===== src/rtl/dmem_responder.sv =====
// Data-memory responder: single-outstanding read/write target with DEPTH x 64-bit
// storage and a fixed response latency. Define DMEM_ALIGN_CHECK_EN for byte addressing.
module dmem_responder #(
    parameter int DEPTH   = 16,
    parameter int LATENCY = 1
) (
    input  logic        clk,
    input  logic        reset_n,
    input  logic        req_valid,
    input  logic        req_write,
    input  logic [63:0] req_addr,
    input  logic [63:0] req_wdata,
    output logic        req_ready,
    output logic        resp_valid,
    output logic [63:0] resp_rdata,
    output logic        resp_err,
    output logic        busy
);

    localparam int IDX_W = (DEPTH < 2) ? 1 : $clog2(DEPTH);
    localparam int CNT_W = (LATENCY < 2) ? 1 : $clog2(LATENCY);
    localparam logic [63:0] DEPTH_W = 64'(DEPTH);

    typedef enum logic [1:0] {IDLE, WAIT, RESP} state_t;

    state_t            state_reg;
    logic [CNT_W-1:0]  cnt_reg;
    logic              pend_write_reg;
    logic              pend_err_reg;
    logic [IDX_W-1:0]  pend_idx_reg;
    logic [63:0]       pend_wdata_reg;
    logic [63:0]       mem_reg [DEPTH];

    logic              accept;
    logic              enter_resp;
    logic [IDX_W-1:0]  req_idx;
    logic              req_err;
    logic              commit_write;
    logic              commit_err;
    logic [IDX_W-1:0]  commit_idx;
    logic [63:0]       commit_wdata;
    logic              do_write;
    logic [63:0]       read_word;

`ifdef DMEM_ALIGN_CHECK_EN
    logic [63:0] word_addr;
    assign word_addr = {3'b000, req_addr[63:3]};
    assign req_err   = (req_addr[2:0] != 3'b000) || (word_addr >= DEPTH_W);
    assign req_idx   = word_addr[IDX_W-1:0];
`else
    assign req_err   = (req_addr >= DEPTH_W);
    assign req_idx   = req_addr[IDX_W-1:0];
`endif

    assign req_ready = (state_reg != WAIT);
    assign busy      = (state_reg != IDLE);
    assign accept    = req_valid && req_ready;

    // With LATENCY == 1 the acceptance edge is also the commit edge, so the
    // commit operands come straight from the request rather than the latches.
    assign enter_resp   = (accept && (LATENCY == 1)) ||
                          ((state_reg == WAIT) && (cnt_reg == CNT_W'(1)));
    assign commit_write = accept ? req_write : pend_write_reg;
    assign commit_err   = accept ? req_err   : pend_err_reg;
    assign commit_idx   = accept ? req_idx   : pend_idx_reg;
    assign commit_wdata = accept ? req_wdata : pend_wdata_reg;
    assign do_write     = enter_resp && commit_write && !commit_err;
    assign read_word    = mem_reg[commit_idx];

    always_ff @(posedge clk or negedge reset_n) begin
        if (!reset_n) begin
            for (int i = 0; i < DEPTH; i++) begin
                mem_reg[i] <= '0;
            end
        end else if (do_write) begin
            mem_reg[commit_idx] <= commit_wdata;
        end
    end

    always_ff @(posedge clk or negedge reset_n) begin
        if (!reset_n) begin
            state_reg      <= IDLE;
            cnt_reg        <= '0;
            pend_write_reg <= 1'b0;
            pend_err_reg   <= 1'b0;
            pend_idx_reg   <= '0;
            pend_wdata_reg <= '0;
            resp_valid     <= 1'b0;
            resp_rdata     <= '0;
            resp_err       <= 1'b0;
        end else begin
            resp_valid <= enter_resp;
            if (accept) begin
                pend_write_reg <= req_write;
                pend_err_reg   <= req_err;
                pend_idx_reg   <= req_idx;
                pend_wdata_reg <= req_wdata;
            end
            if (enter_resp) begin
                resp_err   <= commit_err;
                resp_rdata <= (commit_write || commit_err) ? 64'd0 : read_word;
            end
            case (state_reg)
                IDLE, RESP: begin
                    if (accept) begin
                        if (LATENCY == 1) begin
                            state_reg <= RESP;
                        end else begin
                            state_reg <= WAIT;
                            cnt_reg   <= CNT_W'(LATENCY - 1);
                        end
                    end else begin
                        state_reg <= IDLE;
                    end
                end
                WAIT: begin
                    if (cnt_reg == CNT_W'(1)) begin
                        state_reg <= RESP;
                    end else begin
                        cnt_reg <= cnt_reg - CNT_W'(1);
                    end
                end
                default: state_reg <= IDLE;
            endcase
        end
    end

endmodule


===== config.mk =====
export PLATFORM = sky130hd
export DESIGN_NAME = dmem_responder
export DESIGN_NICKNAME = d
export VERILOG_FILES = /design/src/rtl/dmem_responder.sv
export SDC_FILE = /design/constraint.sdc
export NUM_CORES = 2
export LEC_CHECK = 0
export CORE_ASPECT_RATIO = 0.7
export CORE_MARGIN = 4
export CORE_UTILIZATION = 44
export DETAILED_ROUTE_END_ITERATION = 10
export PLACE_DENSITY = 0.66
export SKIP_CTS_REPAIR_TIMING = 1
export SYNTH_ARGS = -nofsm -noshare
export SYNTH_HDL_FRONTEND = slang
export SYNTH_SLANG_ARGS = --single-unit

===== constraint.sdc =====
create_clock -name clk -period 4.7 [get_ports clk]
set_clock_uncertainty 0.05 [all_clocks]
set_input_delay 1.41 -clock clk [delete_from_list [all_inputs] [get_ports clk]]
set_output_delay 1.41 -clock clk [all_outputs]
set_load 0.01 [all_outputs]

; ---- Yosys cells after proc, flatten, opt, wreduce, memory -nomap -nowiden
; Cells that the tools add are included.
[totals]
reg_bits = 1163
in_bits = 132
out_inout_bits = 68
[op_classes]
addsub = 1
order_cmp = 3
n_eq_ne = 4
mux = 15
n_bitwise = 1
n_reduce_logical = 11
[ops]
columns = cell, n
row1 = bitwise mux 1024 bit, 1
row2 = 2-to-1 mux 64 bit, 5
row3 = binary-select mux 64 bit (select 4 bit), 1
row4 = demux 64 bit (select 4 bit), 1
row5 = ">= comparator 64 x 5 -> 1 bit, second input constant", 1
row6 = ">= comparator 5 bit, second input constant", 1
row7 = logical AND 1 bit, 5
row8 = "< comparator 5 x 1 -> 1 bit, second input constant", 1
row9 = inverter 4 -> 5 bit, 1
row10 = 2-to-1 mux 2 bit, 2
row11 = 2-to-1 mux 4 bit, 1
row12 = one-hot mux 2 bit (2 select lines), 1
row13 = 2-to-1 mux 1 bit, 3
row14 = "equality test 2 x 1 -> 1 bit, second input constant", 1
row15 = "equality test 2 bit, second input constant", 1
row16 = logical NOT 2 bit, 1
row17 = logical OR 1 bit, 2
row18 = "inequality test 2 x 1 -> 1 bit, second input constant", 1
row19 = "inequality test 2 bit, second input constant", 1
row20 = nonzero test 2 bit, 1
row21 = OR reduction 2 bit, 1
row22 = logical NOT 1 bit, 1
row23 = "subtractor 1 bit, second input constant", 1

; ---- Logic depth before layout (Yosys ltp)
[logic_depth]
ltp_word = 9
mapped_depth = 10

; ---- Least setup slack after synthesis
; Ideal clock, no wire load.
[synth_timing]
kind = in2reg
start = input req_addr[45]
end = register mem_reg[419] (netlist bit)
t_arrival_ns = 3.221
required_time_ns = 4.522
setup_slack_ns = 1.301
path_stages = 8
n_path_buf = 3
path_cell_list = nor4_1 > nand4_1 > nor4_4 > buf_4 > and4_1 > buf_6 > buf_6 > mux2_1
[synth_between]
elab_chain_len = 4
[synth_rtl]
columns = item, line
row1 = start: declaration, 11  ; input logic [63:0] req_addr,
row2 = >= comparator 64 x 5 -> 1 bit, 51  ; assign req_err = (req_addr >= DEPTH_W);
row3 = 2-to-1 mux 1 bit, -
row4 = logical NOT 1 bit, 67  ; assign do_write = enter_resp && commit_write && !commit_err;
row5 = logical AND 1 bit, 67
row6 = end signal: indexed assignment, 76  ; mem_reg[commit_idx] <= commit_wdata;
row7 = end: declaration, 32  ; logic [63:0] mem_reg [DEPTH];
; Every way passes these cells.
; A chain may end at the register's enable or synchronous reset.

; ---- Worst setup path in the final report
[layout_timing]
start = input req_addr[45]
end = register resp_rdata[3]
[layout_between]
elab_chain_len = 4
[layout_rtl]
columns = item, line
row1 = >= comparator 64 x 5 -> 1 bit, 51
row2 = 2-to-1 mux 1 bit, -
row3 = logical OR 1 bit, 101  ; resp_rdata <= (commit_write || commit_err) ? 64'd0 : read_word;
row4 = 2-to-1 mux 64 bit, 101
row5 = end signal: assignment, 101
row6 = end: declaration, 15  ; output logic [63:0] resp_rdata,
; Every way passes these cells.

==> impl_metrics.csv <==
group,metric,value,unit
pwr,p_per_area,357,nW/um^2
layout,area_growth,15.3,%
placement,dp_hpwl,75700,um
timing,setup_viol,0,
pwr,power,21600,uW
placement,dpl_cell_area,56300,um^2
outcome,status,"finished, final reports clean",
die,die_height,296,um
route,dr.pass1.iters,5,
route,vias,30900,
layout,fin_util,0.513,
run,max_cap_violations,0,
layout,layout.cells.most_common_list,"dfrtp_1 (1158), mux2_2 (669), mux2i_1 (441), mux2_1 (420), clkdlybuf4s50_1 (196)",
global_routing,grt_use_total,0.217,
synth,syn-instance-count,3589,
clock_network,cts.sinks,1158,
synth,async_reset_ff_frac,1.00,
synth,ys_ff_latch,1158,
synth,synth_flop_cell,"dfrtp_1",
timing,worstMarginPinSlew,0.907,ns
route,avgRoutedWirePerCell,25.0,um
worst_setup_path,worst-path-max-fanout,47,
clock_network,cts_root_buf,"clkbuf_16",
timing,rsz0062_at_grt,"no",
synth,yosysSeqAreaShare,0.554,
route,drc_errors,0,
global_routing,grt_antenna_before_repair,7,
clock_network,clkTransAtPathRegs,0.07,ns
layout,fillers,9828,
pwr,peakVddDrop,0.317,mV
placement,io_buffers,198,
synth,yosysUniqueCellTypes,39,
timing,slew_violations,0,
layout,layout_commonest_cell,"dfrtp_1",
worst_setup_path,cp-end-kind,"flop",
route,drt_iter0_drc,2390,
route,vias_per_cell,5.78,
route,ant_nets,0,
global_routing,grt_pass1_vias,32200,
clock_network,clkLatencyLatePin,0.73,ns
layout,largest_reg_flops,1024,
timing,setup_tns,0,ns
global_routing,grt_max_degree,98,
global_routing,grt_pass1_wl,206000,um
placement,gp_congestion,0.732,
synth,synth_warnings,0,
worst_setup_path,cp.required,5.25,ns
timing,final_hold_viol_count,0,
layout,nets,3826,
synth,postSynthAreaPerCell,14.6,um^2
hold_path,hold_class,"reg -> reg",
clock_network,cts_tree,"done",
global_routing,grt_overflow_total,0,
layout,fin_area,60300,um^2
route,routed_wl,134000,um
layout,drive_gt1_frac,0.283,
worst_setup_path,crit_type,"in -> reg",
timing,whs,0.430,ns
pwr,p_leak,0.0293,uW
die,start_util,0.445,
die,die-area,125000,um^2
die,rows,105,
timing,maxSlewHeadroom,0.395,
clock_network,cts_buffers,111,
worst_setup_path,worstPathArrival,4.48,ns
synth,syn_area,52300,um^2
die,coreArea,118000,um^2
clock_network,cts_buffer_depth,3,
timing,final.min_clock_period,3.93,ns
worst_setup_path,start_kind,"primary input",
die,chipWidth,420,um
synth,syn_nets,3721,
clock_network,cts.htree.levels,3,
worst_setup_path,r2r_slack,2.00,ns
timing,post-route-period-util,0.835,
synth,synth-edff-count,0,
die,io_pins,200,
timing,max_freq,0.255,GHz
-- through the flow --
stage,instances,setup WS (ns)
floorplan,3589,1.30
finish,5344,0.774
detailed placement,5132,0.0993
global route,5341,0.709
CTS,5338,0.822
global placement,5132,0.101
-- critical path: stages --
cell,delay (ns)
clkdlybuf4s50_1,0.40
nor4_1,0.30
nand4_1,0.24
nor4_4,0.49
buf_12,0.28
buf_4,0.75
o211ai_1,0.26
o21ai_0,0.30
-- routing by layer --
metal	wire (um)	GRT usage
met2	59600	0.329
met5	0	0
met4	2500	0.0511
met1	64700	0.328
met3	7040	0.0353
-- worst paths after layout --
| kind | from | endpoint | depth (start not counted) |
|---|---|---|---|
| max in group asynchronous | reset_n | mem_reg[825]$_DFFE_PN0P_ | 3 |
| min in group asynchronous | reset_n | mem_reg[940]$_DFFE_PN0P_ | 1 |
| max reg2reg | pend_idx_reg[0]$_DFF_PN0_ | resp_rdata[3]$_DFFE_PN0P_ | 6 |
| min reg2reg | mem_reg[331]$_DFFE_PN0P_ | mem_reg[331]$_DFFE_PN0P_ | 1 |
| max | req_addr[45] | resp_rdata[3]$_DFFE_PN0P_ | 8 |
| min | mem_reg[331]$_DFFE_PN0P_ | mem_reg[331]$_DFFE_PN0P_ | 1 |
-- synth_stat cells, types with 6 or more instances --
library cell / n / area (um^2)
dfrtp_1: 1158 / 29000
mux2i_1: 442 / 4420
mux2_1: 420 / 4730
o21ai_0: 63 / 315
nor4_1: 13 / 81.3
o211ai_1: 63 / 473
nand2_1: 132 / 495
a32oi_1: 63 / 552
buf_1: 6 / 22.5
buf_4: 60 / 450
clkbuf_1: 133 / 499
buf_2: 71 / 355
mux2_2: 669 / 7530
o221ai_1: 63 / 552
mux4_2: 67 / 1510
buf_6: 49 / 552
and4_1: 12 / 105
nand2b_1: 64 / 400
nor2_1: 9 / 33.8
-- power by group --
part	switching (uW)	leakage [uW]	total, uW	internal [uW]
Combinational	1130	0.0113	1670	548
Clock	4040	0.00198	9850	5820
Sequential	16.3	0.0160	10000	10000
Total	5180	0.0293	21600	16400
-- cell type report --
class / count / area (um^2) / area share
tap: 1551 / 1940 / 0.0322
antenna: 6 / 15.0 / 0.000249
sequential: 1158 / 29000 / 0.480
clock buffer: 155 / 3280 / 0.0543
clock inverter: 51 / 777 / 0.0129
inverter: 3 / 23.8 / 0.000394
multi-input combinational: 2109 / 21500 / 0.357
timing repair buffer: 311 / 3770 / 0.0626
-- kinds of logic after synthesis --
logic type	share of synthesized area
muxes	0.348
DFF	0.554
buffers and inverters	0.0361
AOI/OAI and AO/OA	0.0372
and+or+nand+nor	0.0243
other	0.0000717
Note: power is estimated with default switching activity, not from simulation.
